===== config.mk =====
export PLATFORM = sky130hd
export DESIGN_NAME = wishbone_rr_arbiter
export DESIGN_NICKNAME = d
export VERILOG_FILES = /design/src/rtl/wishbone_rr_arbiter.sv
export SDC_FILE = /design/constraint.sdc
export NUM_CORES = 1
export LEC_CHECK = 0
export BUFFER_PORTS_ARGS = -buffer_cell sky130_fd_sc_hd__buf_2
export CAP_MARGIN = 30
export CORE_AREA = 10 10 119 121
export CTS_CLUSTER_SIZE = 10
export DETAILED_ROUTE_END_ITERATION = 7
export DIE_AREA = 0 0 129 131
export GPL_ROUTABILITY_DRIVEN = 0
export PLACE_DENSITY = 0.57
export SYNTH_ARGS = -nofsm -noshare
export SYNTH_HDL_FRONTEND = slang
export SYNTH_SLANG_ARGS = --single-unit

===== constraint.sdc =====
create_clock -name sys_clk -period 2.4 [get_ports sys_clk]
set_clock_uncertainty 0.15 [all_clocks]
set_input_delay 0.12 -clock sys_clk [delete_from_list [all_inputs] [get_ports sys_clk]]
set_output_delay 0.12 -clock sys_clk [all_outputs]
set_load 0.01 [all_outputs]

===== src/rtl/wishbone_rr_arbiter.sv =====
// -----------------------------------------------------------------------------
// wishbone_rr_arbiter
//
// Round-robin arbiter letting NM Wishbone masters share one slave port.
// A two-state FSM (IDLE / GRANT) latches one winner per arbitration. The
// winner's request is routed combinationally to the slave and the slave's
// response is routed back to the winner only. Ownership lasts until the winner
// drops cyc, so there is no preemption. Every hand-over passes through exactly
// one IDLE cycle.
//
// Optional feature (compile-time macro WB_ARB_TIMEOUT_EN):
//   Adds a 16-bit bus watchdog. When a strobed access stalls for
//   TIMEOUT_CYCLES cycles without ack/err, the granted master receives a
//   one-cycle err and slave_cyc/slave_stb are dropped for that cycle.
//
// Ports
//   sys_clk, sys_rst         clock, asynchronous active-high reset
//   masters_cyc/stb/we       per-master controls, master i at bit i
//   masters_tag/sel/adr/mosi flattened master request fields, master i at slice i
//   masters_miso/ack/err     per-master responses (zero unless granted)
//   slave_cyc..slave_mosi    shared slave request
//   slave_miso/ack/err       shared slave response
//   grant                    registered one-hot grant, zero when idle
// -----------------------------------------------------------------------------
module wishbone_rr_arbiter #(
  parameter  int NM             = 2,
  parameter  int ADDR_WIDTH     = 32,
  parameter  int DATA_WIDTH     = 32,
  parameter  int TAG_WIDTH      = 4,
  parameter  int TIMEOUT_CYCLES = 255,
  localparam int SW             = DATA_WIDTH / 8
) (
  input  logic                     sys_clk,
  input  logic                     sys_rst,
  input  logic [NM-1:0]            masters_cyc,
  input  logic [NM-1:0]            masters_stb,
  input  logic [NM-1:0]            masters_we,
  input  logic [NM*TAG_WIDTH-1:0]  masters_tag,
  input  logic [NM*SW-1:0]         masters_sel,
  input  logic [NM*ADDR_WIDTH-1:0] masters_adr,
  input  logic [NM*DATA_WIDTH-1:0] masters_mosi,
  output logic [NM*DATA_WIDTH-1:0] masters_miso,
  output logic [NM-1:0]            masters_ack,
  output logic [NM-1:0]            masters_err,
  output logic                     slave_cyc,
  output logic                     slave_stb,
  output logic                     slave_we,
  output logic [TAG_WIDTH-1:0]     slave_tag,
  output logic [SW-1:0]            slave_sel,
  output logic [ADDR_WIDTH-1:0]    slave_adr,
  output logic [DATA_WIDTH-1:0]    slave_mosi,
  input  logic [DATA_WIDTH-1:0]    slave_miso,
  input  logic                     slave_ack,
  input  logic                     slave_err,
  output logic [NM-1:0]            grant
);

  localparam int IW = (NM > 1) ? $clog2(NM) : 1;

  if (NM < 2 || NM > 8 || TIMEOUT_CYCLES < 1 || TIMEOUT_CYCLES > 65535) begin : g_param_check
    $error("wishbone_rr_arbiter: parameter out of range");
  end

  typedef enum logic {S_IDLE, S_GRANT} state_t;

  state_t          r_state;
  logic [NM-1:0]   r_grant;
  logic [IW-1:0]   r_gidx;   // index of the granted master
  logic [IW-1:0]   r_last;   // most recently granted master

  logic            w_act;
  logic            w_release;
  logic            w_timeout;
  logic            w_found;
  logic [IW-1:0]   w_win;

  logic [TAG_WIDTH-1:0]  w_tag  [NM];
  logic [SW-1:0]         w_sel  [NM];
  logic [ADDR_WIDTH-1:0] w_adr  [NM];
  logic [DATA_WIDTH-1:0] w_mosi [NM];

  assign w_act     = (r_state == S_GRANT);
  assign w_release = w_act & ~masters_cyc[r_gidx];
  assign grant     = r_grant;

  // Round-robin search: first requester above r_last, then wrap to the
  // lowest index up to and including r_last.
  always_comb begin
    w_found = 1'b0;
    w_win   = '0;
    for (int i = 0; i < NM; i++) begin
      if (!w_found && (i > int'(r_last)) && masters_cyc[i]) begin
        w_found = 1'b1;
        w_win   = IW'(i);
      end
    end
    for (int i = 0; i < NM; i++) begin
      if (!w_found && (i <= int'(r_last)) && masters_cyc[i]) begin
        w_found = 1'b1;
        w_win   = IW'(i);
      end
    end
  end

  always_ff @(posedge sys_clk or posedge sys_rst) begin
    if (sys_rst) begin
      r_state <= S_IDLE;
      r_grant <= '0;
      r_gidx  <= '0;
      r_last  <= IW'(NM - 1);
    end else begin
      case (r_state)
        S_IDLE: begin
          if (w_found) begin
            r_state <= S_GRANT;
            r_gidx  <= w_win;
            r_grant <= {{(NM-1){1'b0}}, 1'b1} << w_win;
          end
        end
        S_GRANT: begin
          if (w_release) begin
            r_state <= S_IDLE;
            r_grant <= '0;
            r_last  <= r_gidx;
          end
        end
        default: begin
          r_state <= S_IDLE;
          r_grant <= '0;
        end
      endcase
    end
  end

`ifdef WB_ARB_TIMEOUT_EN
  logic [15:0] r_wdog;

  // Counts stalled strobe cycles; the cycle in which it equals the limit
  // is the abort cycle, which also clears it.
  assign w_timeout = w_act & (r_wdog == 16'(TIMEOUT_CYCLES));

  always_ff @(posedge sys_clk or posedge sys_rst) begin
    if (sys_rst) begin
      r_wdog <= '0;
    end else if (!w_act || w_release || slave_ack || slave_err || w_timeout) begin
      r_wdog <= '0;
    end else if (slave_stb) begin
      r_wdog <= r_wdog + 16'd1;
    end
  end
`else
  assign w_timeout = 1'b0;
`endif

  genvar gi;
  for (gi = 0; gi < NM; gi++) begin : g_m
    assign w_tag[gi]  = masters_tag[gi*TAG_WIDTH +: TAG_WIDTH];
    assign w_sel[gi]  = masters_sel[gi*SW +: SW];
    assign w_adr[gi]  = masters_adr[gi*ADDR_WIDTH +: ADDR_WIDTH];
    assign w_mosi[gi] = masters_mosi[gi*DATA_WIDTH +: DATA_WIDTH];
    // r_grant is all-zero in IDLE, so responses vanish there automatically.
    assign masters_ack[gi] = r_grant[gi] & slave_ack;
    assign masters_err[gi] = r_grant[gi] & (slave_err | w_timeout);
    assign masters_miso[gi*DATA_WIDTH +: DATA_WIDTH] = r_grant[gi] ? slave_miso : '0;
  end

  assign slave_cyc  = w_act & masters_cyc[r_gidx] & ~w_timeout;
  assign slave_stb  = w_act & masters_stb[r_gidx] & ~w_timeout;
  assign slave_we   = w_act & masters_we[r_gidx];
  assign slave_tag  = w_act ? w_tag[r_gidx]  : '0;
  assign slave_sel  = w_act ? w_sel[r_gidx]  : '0;
  assign slave_adr  = w_act ? w_adr[r_gidx]  : '0;
  assign slave_mosi = w_act ? w_mosi[r_gidx] : '0;

endmodule


**Word-level counts from Yosys, hierarchy flattened**

Index checks and enable logic that the tools add are counted.

- Register bits after elaboration: 5
- Input bits: 186
- Output and inout port bits: 145
- Logic and storage cells: 66

- Magnitude comparators: 4
- Eq/ne operators: 2
- Shifts and indexed selects: 1
- Multiplexer cells: 35
- Bitwise gates (word level): 11
- Reductions and logical operators: 9

Operator list:

| operator | count |
|---|---|
| $mux 32 | 10 |
| $mux 4 | 8 |
| $mux 1 | 13 |
| $and 1x1->1 | 8 |
| $reduce_and 2->1 | 3 |
| $logic_and 1x1->1 | 4 |
| $mux 2 | 2 |
| $pmux 2 s2 | 1 |
| $ge 2x2->1 const B | 1 |
| $logic_not 1->1 | 2 |
| $lt 1x2->1 const B | 1 |
| $ne 2x1->1 const B | 1 |
| $ne 2x2->1 const B | 1 |
| $not 1->1 | 2 |
| $not 1->2 | 1 |
| $pmux 1 s2 | 1 |
| $shl 1x1->2 const A | 1 |
| $gt 1x1->1 const A | 1 |
| $le 1x1->1 const A | 1 |

**Logic depth before layout (Yosys ltp)**

Gate-level depths: netlist of run 1.

- Depth in word-level cells: 13
- Mapped depth: 6
- Depth with buffers taken out: 3

**Worst setup path after synthesis of run 1**

OpenSTA, ideal clock, no wires.

- Path type: reg-to-output
- Start point: register r_gidx
- End point: output slave_mosi[12]
- Arrival: 1078 ps
- Required time: 2130 ps
- Path slack: 1052 ps
- Cell stages (with the launch flop): 6
- Buffers on the path: 3
- Cell sequence: dfrtp_1 buf_4 buf_8 buf_8 mux2i_1 nor2b_1

- Longest elaborated chain between the ends: 5

RTL lines:

| item | line | source |
|---|---|---|
| from (decl) | 68 | `logic [IW-1:0] r_gidx;` |
| from (signal assigned) | 116 | `r_gidx <= w_win;` |
| $not 1->2 (implied by the code) | 173 | `assign slave_mosi = w_act ? w_mosi[r_gidx] : '0;` |
| $mux 32 (implied by the code) (3 in a row) | 173 |  |
| $mux 32 | 173 |  |
| to (decl) | 51 | `output logic [DATA_WIDTH-1:0] slave_mosi,` |

Every way passes these cells. The select of a mux whose other input is x is not followed.

**Worst setup path in the final report of run 1**

- Start point: register r_gidx
- End point: output slave_adr[29]

- Longest elaborated chain between the ends: 5

RTL lines:

| item | line | source |
|---|---|---|
| $not 1->2 (implied by the code) | 172 | `assign slave_adr = w_act ? w_adr[r_gidx] : '0;` |
| $mux 32 (implied by the code) (3 in a row) | 172 |  |
| $mux 32 | 172 |  |
| to (decl) | 50 | `output logic [ADDR_WIDTH-1:0] slave_adr,` |

Every way passes these cells. The select of a mux whose other input is x is not followed.

==> metrics.sh, run 1 <==
OUTCOME='finished clean'
SYNTH-ADDER-AREA-SHARE=0
FINAL_HOLD_FAILS=0
CRITICAL_PATH.STARTPOINT_TYPE='flop'
FIN_NETS=772
IR_WORST_VDD_uV=381
FINAL_MIN_PERIOD_OVER_CLOCK_PERIOD=0.879
VIAS_IN_THE_FIRST_GLOBAL_ROUTE=2917
POWER_DENSITY_mW_PER_MM2=844
COMB_POWER_SHARE=0.813
CTS_TREE='yes'
POWER_INTERNAL_W=0.00171
SLEW_VIOL_FINAL=0
TIMING.CRITICAL_PATH.TO_TYPE='output port'
FLOORPLAN.INITIALDENSITY=0.171
SYNTH_TOP_AREA_CELL='mux2i_1'
STD_CELL_ROWS=40
SHARE_SEQ_OF_TOTAL_POWER=0.104
SYNTH_WARNINGS=0
NUMBER_OF_DISTINCT_LIBRARY_CELLS_AFTER_SYNTHESIS=19
DRTPASS1ITERATIONS=4
GR-USAGE-ALL-LAYERS=0.119
YOSYS.AREA.TOP_TYPE_SHARE=0.371
SYN-NUM-NETS=452
YOSYS_REGISTER_BITS=5
DRT_FIRST_ITER_VIOLATIONS=86
SYNTH.CELLS.MOST_FREQUENT='75 x mux2i_1, 75 x nor2b_1, 68 x and2_1, 13 x clkbuf_1, 7 x buf_4'
POWER.SHARE.CLOCK=0.083
CTS.REPAIR.RESIZED=0
FINAL_CRITICAL_PATH_SETUP_SLACK_PS=290
VIA_PER_INST=3.89
TIMING.CRITICAL_PATH.CELLS='buf_12 > mux2i_1 > nor2b_1 > buf_2'
FMAX_MHz=474
CLOCK_LATENCY_PS=230
DETAILROUTE.VIA_COUNT=2848
MAX_SLEW_MARGIN=0.450
WORSTSETUPPATHTYPE='reg -> out'
SWITCHING_SHARE=0.480
FP.DIEAREA_MM2=0.0169
PORT_BUFFERS=330
STATIC-LEAKAGE-POWER_nW=2.44
CORE_AREA_MM2=0.0118
YS_SEQ_AREA_FRAC=0.0624
NUMBER_OF_ANTENNA_VIOLATIONS_AT_THE_FIRST_CHECK_IN_GLOBAL_ROUTING=0
DRIVE_GT1_FRAC=0.588
SYNTH_COMPOUND_AREA_FRAC=0.0253
ANT_NETS=0
RSZ0062_AT_GRT='no'
HOLD_PATH_CLASS='in -> reg'
DIE_H_UM=131
MAX-CLOCK-PATH-BUFFERS=2
FIN_CRIT_PERIOD_PS=2110
MAPPEDNETLISTAREA_MM2=0.00202
TOTALWIRELENGTH_MM=11.8
SYNTH_ASYNC_SR_FLOP_SHARE=1.00
POST_CTS_HOLD_BUFFER_COUNT=1
TIMING.CRITICAL_PATH.SLOWEST_STAGE_CELL='dfrtp_4'
CRITICAL_PATH_PEAK_FANOUT=36
SYNTH_TOP_FAMILY_BY_AREA='simple AND/OR/NAND/NOR gates'
WORST-SLEW-PIN-TRANSITION_PS=825
DP_HPWL_MM=10.4
CLK_ROOT_BUFFER_CELL='clkbuf_16'
YOSYS_MOST_USED_DFF='dfrtp_1'
SWITCHINGPOWER_W=0.00158
YOSYS-TOP-CELLS-AREA='mux2i_1 37%, nor2b_1 23%, and2_1 21%, dfrtp_1 4.9%, buf_4 2.6%'
WL_PER_CELL_UM=16.1
WORSTPATHARRIVAL_PS=1840
CLOCK_SINK_COUNT=5
SYNTH_ENABLE_FLOP_CELLS=0
GRT_MAX_DEGREE=45
SYNTH_MUX_AREA_FRAC=0.371
CP_SLOWEST_STAGE_DELAY_PS=790
DIE_X_EXTENT_UM=129
NUMBER_OF_DIODES=0
H-TREE-DEPTH=1
CLK_TRANSITION_REPORTED_PATHS_PS=30
GRT_FIRST_PASS_WIRELENGTH_MM=16.2
POST_SYNTHESIS_SHARE_OF_CELL_AREA_SPENT_ON_XOR_AND_XNOR_GATES=0
AREAGROWTHSYNTHTOFINISH_PCT=92.2
POST-ROUTE-DRC-COUNT=0
CTS_POST_SETUP_BUFFERS_INSERTED=0
DPL_WORST_SLACK_PS=523
CTS_MADE_BUFFERS=3
IOPINCOUNT=331
SETUP-VIOLATIONS-FINAL=0
MAXCAPVIOLCOUNT=0
CRITICAL_PATH.TOP_DELAY_FAMILY='flip-flops'
SYN_AREA_PER_CELL_UM2=7.61
GRT.OVERFLOW.TOTAL=0
CRITICAL_PATH.N_BUFFERS_INVERTERS=2
CRITICAL_PATH_REQUIRED_PS=2130
POWER.TOTAL_W=0.00329
SYNTH-SIMPLE-AREA-SHARE=0.465
SETUP_TOTAL_NEGATIVE_SLACK_PS=0
SYNTHESIS.INSTANCES=266
==> per-stage QoR <==
stage | cell area [µm²] | std cells | hold WS [ps] | util
2_1_floorplan | 2020 | 266 | -252 | -
3_3_place_gp | 3800 | 727 | -130 | 0.322
3_5_place_dp | 3800 | 727 | -132 | 0.322
4_1_cts | 3890 | 732 | 67.2 | 0.329
5_1_grt | 3890 | 732 | 92.7 | 0.329
6_report | 3890 | 732 | 47.1 | 0.329
==> final cells by class <==
type | instances | area, µm²
Fill cell | 1295 | 7920
Clock buffer | 4 | 78.8
Multi-Input combinational cell | 235 | 1740
Tap cell | 147 | 184
Sequential cell | 5 | 131
Timing Repair Buffer | 339 | 1750
Inverter | 2 | 7.51
==> layer usage <==
metal | part of all wire | global-route usage | wire length [µm]
met5 | 0 | 0 | 0
met4 | 0.0093 | 0.0268 | 110
met3 | 0.090 | 0.0359 | 1060
met2 | 0.53 | 0.219 | 6220
met1 | 0.37 | 0.133 | 4400
==> state kept, by name, summed over array words and instances (netlist names) <==
register,flops
grant,2
r_gidx,1
r_last,1
r_state,1
==> worst register-to-register path: stages (launching register included) <==
cell and delay [ps]:
dfrtp_4 790, mux2i_1 260, nor2b_1 90, a211o_1 290
==> kinds of logic (layout without fill, tap and decap cells) <==
logic type,Yosys count,count (layout)
compound gates,8,8
buf+inv,26,345
flops,5,5
mux,75,75
simple gates,152,152
==> cell usage in the layout (no fill, tap or decap) <==
| master | synthesis | routed |
|---|---|---|
| nand2_1 | 2 | 2 |
| a21oi_1 | 4 | 4 |
| dfrtp_1 | 4 | 2 |
| buf_12 | 0 | 2 |
| dfstp_2 | 1 | 1 |
| nand2b_1 | 2 | 2 |
| nor2b_1 | 75 | 75 |
| clkbuf_16 | 0 | 3 |
| dfrtp_2 | 0 | 1 |
| clkbuf_1 | 13 | 1 |
| dlygate4sd3_1 | 0 | 1 |
| mux2i_1 | 75 | 75 |
| inv_1 | 2 | 2 |
| a211o_1 | 1 | 1 |
| a21o_1 | 2 | 2 |
| buf_4 | 7 | 6 |
| nor2_1 | 3 | 3 |
| nor3b_1 | 2 | 2 |
| dfrtp_4 | 0 | 1 |
| and2_1 | 68 | 68 |
| buf_2 | 1 | 330 |
| o21bai_1 | 1 | 1 |
==> power by group through the flow <==
| stage | Clock, W | Combinational, W | Sequential (W) |
|---|---|---|---|
| 6_report | 0.000273 | 0.00267 | 0.000341 |
| 3_3_place_gp | 0 | 0.00272 | 0.000354 |
| 5_1_grt | 0.000288 | 0.00291 | 0.000373 |
| 4_1_cts | 0.000280 | 0.00272 | 0.000352 |
| 2_1_floorplan | 0 | 0.00186 | 0.000161 |
| 3_5_place_dp | 0 | 0.00271 | 0.000356 |
==> worst paths after layout <==
kind | startpoint | endpoint | slack [ps] | cells after the start
hold reg to reg | r_last$_DFFE_PP1P_ | r_last$_DFFE_PP1P_ | 380 | 2
min in group asynchronous | sys_rst | grant[0]$_DFFE_PP0P_ | 190 | 3
max in group asynchronous | sys_rst | r_last$_DFFE_PP1P_ | 1670 | 3
hold / removal | masters_cyc[1] | r_state$_DFF_PP0_ | 50 | 3
setup reg to reg | r_gidx$_DFFE_PP0P_ | grant[1]$_DFFE_PP0P_ | 700 | 3
setup / recovery | r_gidx$_DFFE_PP0P_ | slave_adr[29] | 290 | 4
Power figures use the tool's default switching activity.
==> run 2: changes to the inputs <==
--- a/config.mk
+++ b/config.mk
@@ -13,6 +13,7 @@
 export DIE_AREA = 0 0 129 131
 export GPL_ROUTABILITY_DRIVEN = 0
 export PLACE_DENSITY = 0.57
+export REMOVE_ABC_BUFFERS = 1
 export SYNTH_ARGS = -nofsm -noshare
 export SYNTH_HDL_FRONTEND = slang
 export SYNTH_SLANG_ARGS = --single-unit
==> run 2 against run 1 <==
  * Non-clock buffer count is 2 lower
  * Worst setup slack better by 190 ps
  * Cell count fell by 0.27%
  * Global-route usage is 0.56 points higher
  * Die area is the same
  * Register-to-register slack better by 210 ps
  * Combinational power increased by 2%
  * Sequential share of layout area barely moved
  * Count of clock-buffer cells in the layout stayed put
  * Total power decreased by 0.60%
  * Maximum frequency increased by 10%
==> metrics.sh, run 2 (synthesized netlist as in run 1, its figures left out) <==
POST-ROUTE-DRC-COUNT=0
FP.DIEAREA_MM2=0.0169
FINAL_CELL_AREA_MM2=0.00386
OUTCOME='finished clean'
SETUP-VIOLATIONS-FINAL=0
CTS_TREE='yes'
POWER_DENSITY_mW_PER_MM2=846
FMAX_MHz=522
DRTPASS1ITERATIONS=4
GR-USAGE-ALL-LAYERS=0.125
MAX-CLOCK-PATH-BUFFERS=2
FINAL_MIN_PERIOD_OVER_CLOCK_PERIOD=0.798
H-TREE-DEPTH=1
STD_CELL_ROWS=40
NUMBER_OF_ANTENNA_VIOLATIONS_AT_THE_FIRST_CHECK_IN_GLOBAL_ROUTING=3
GRT_FIRST_PASS_WIRELENGTH_MM=17.0
STATIC-LEAKAGE-POWER_nW=2.43
HOLD_PATH_CLASS='in -> reg'
WL_PER_CELL_UM=16.6
GRT.OVERFLOW.TOTAL=0
NUMBER_OF_DIODES=0
FIN_CRIT_PERIOD_PS=1920
MOST_USED_CELLS_IN_THE_LAYOUT_EXCLUDING_FILL_AND_TAP_CELLS='330 x buf_2, 75 x mux2i_1, 75 x nor2b_1'
AREAGROWTHSYNTHTOFINISH_PCT=90.8
CLOCK_LATENCY_PS=230
SETUP_TOTAL_NEGATIVE_SLACK_PS=0
FINAL_CRITICAL_PATH_SETUP_SLACK_PS=484
CRITICAL_PATH_PEAK_FANOUT=38
CTS.REPAIR.RESIZED=0
DRT_FIRST_ITER_VIOLATIONS=49
DIE_H_UM=131
IOPINCOUNT=331
CRITICAL_PATH_REQUIRED_PS=2130
PLACEMENT.CELL_AREA_MM2=0.00377
FLOORPLAN.INITIALDENSITY=0.171
CTS_MADE_BUFFERS=3
WORSTPATHARRIVAL_PS=1650
WORST-SLEW-PIN-TRANSITION_PS=794
RSZ0062_AT_GRT='no'
DPL_WORST_SLACK_PS=708
CORE_AREA_MM2=0.0118
IR_WORST_VDD_uV=323
POST_CTS_HOLD_BUFFER_COUNT=1
CLOCK_SINK_COUNT=5
FINAL_HOLD_FAILS=0
CTS_POST_SETUP_BUFFERS_INSERTED=0
VIAS_IN_THE_FIRST_GLOBAL_ROUTE=3120
DETAILROUTE.VIA_COUNT=2969
MAXCAPVIOLCOUNT=0
FINAL_COMMON_CELL='buf_2'
DIE_X_EXTENT_UM=129
POWER.TOTAL_W=0.00327
CLK_ROOT_BUFFER_CELL='clkbuf_16'
CRITICAL_PATH.STARTPOINT_TYPE='flop'
TIMING.CRITICAL_PATH.TO_TYPE='output port'
ANT_NETS=0
VIA_PER_INST=4.07
WORSTSETUPPATHTYPE='reg -> out'
DRIVE_GT1_FRAC=0.585
TOTALWIRELENGTH_MM=12.1
MAX_SLEW_MARGIN=0.471
PORT_BUFFERS=330
GRT_MAX_DEGREE=50
LARGEST_REGISTER_FF_COUNT=2
CLK_TRANSITION_REPORTED_PATHS_PS=30
FIN_NETS=770
DP_HPWL_MM=10.9
SLEW_VIOL_FINAL=0
[run 2: where the power goes]
| part | total [W] | switching [W] | leakage (nW) | internal (W) |
|---|---|---|---|---|
| clock network | 0.000273 | 0.0000526 | 0.0382 | 0.000220 |
| logic | 0.00272 | 0.00140 | 2.34 | 0.00133 |
| registers | 0.000273 | 0.000143 | 0.0581 | 0.000130 |
[run 2: per-stage QoR]
stage	hold WS, ps	instances	util
2_1_floorplan	-252	242	-
3_3_place_gp	-114	725	0.319
3_5_place_dp	-114	725	0.319
4_1_cts	50.4	730	0.327
5_1_grt	68.0	730	0.327
6_report	42.1	730	0.327
[run 2: critical path: stages (launching register included)]
cell     delay (ps)
dfrtp_4         610
buf_12          280
mux2i_1         260
nor2b_1          70
buf_2           140
[run 2: layout make-up]
| cell class | count | area [µm²] |
|---|---|---|
| clock buffers | 4 | 78.8 |
| fillers | 1315 | 7950 |
| inverters | 2 | 7.51 |
| multi-input cells | 235 | 1740 |
| flip-flops and latches | 5 | 130 |
| well taps | 147 | 184 |
| repair buffers | 337 | 1720 |
[run 2: worst paths after layout]
path	startpoint	to	slack, ps	depth (start not counted)
max in group asynchronous	sys_rst	r_last$_DFFE_PP1P_	1650	3
worst max-delay path	r_gidx$_DFFE_PP0P_	slave_adr[31]	480	4
worst max register to register	r_gidx$_DFFE_PP0P_	r_state$_DFF_PP0_	910	4
min in group asynchronous	sys_rst	grant[1]$_DFFE_PP0P_	200	3
worst min-delay path	masters_cyc[1]	r_state$_DFF_PP0_	40	3
worst min register to register	grant[0]$_DFFE_PP0P_	grant[0]$_DFFE_PP0P_	360	1
[run 2: routing by layer]
layer,routed length [µm],part of all wire,GRT usage,vias to the layer above
met2,6170,0.51,0.237,201
met3,1800,0.15,0.0681,11
li1,-,-,-,1497
met5,13,0.0011,0,-
met1,4020,0.33,0.118,1258
met4,108,0.0089,0.0227,2
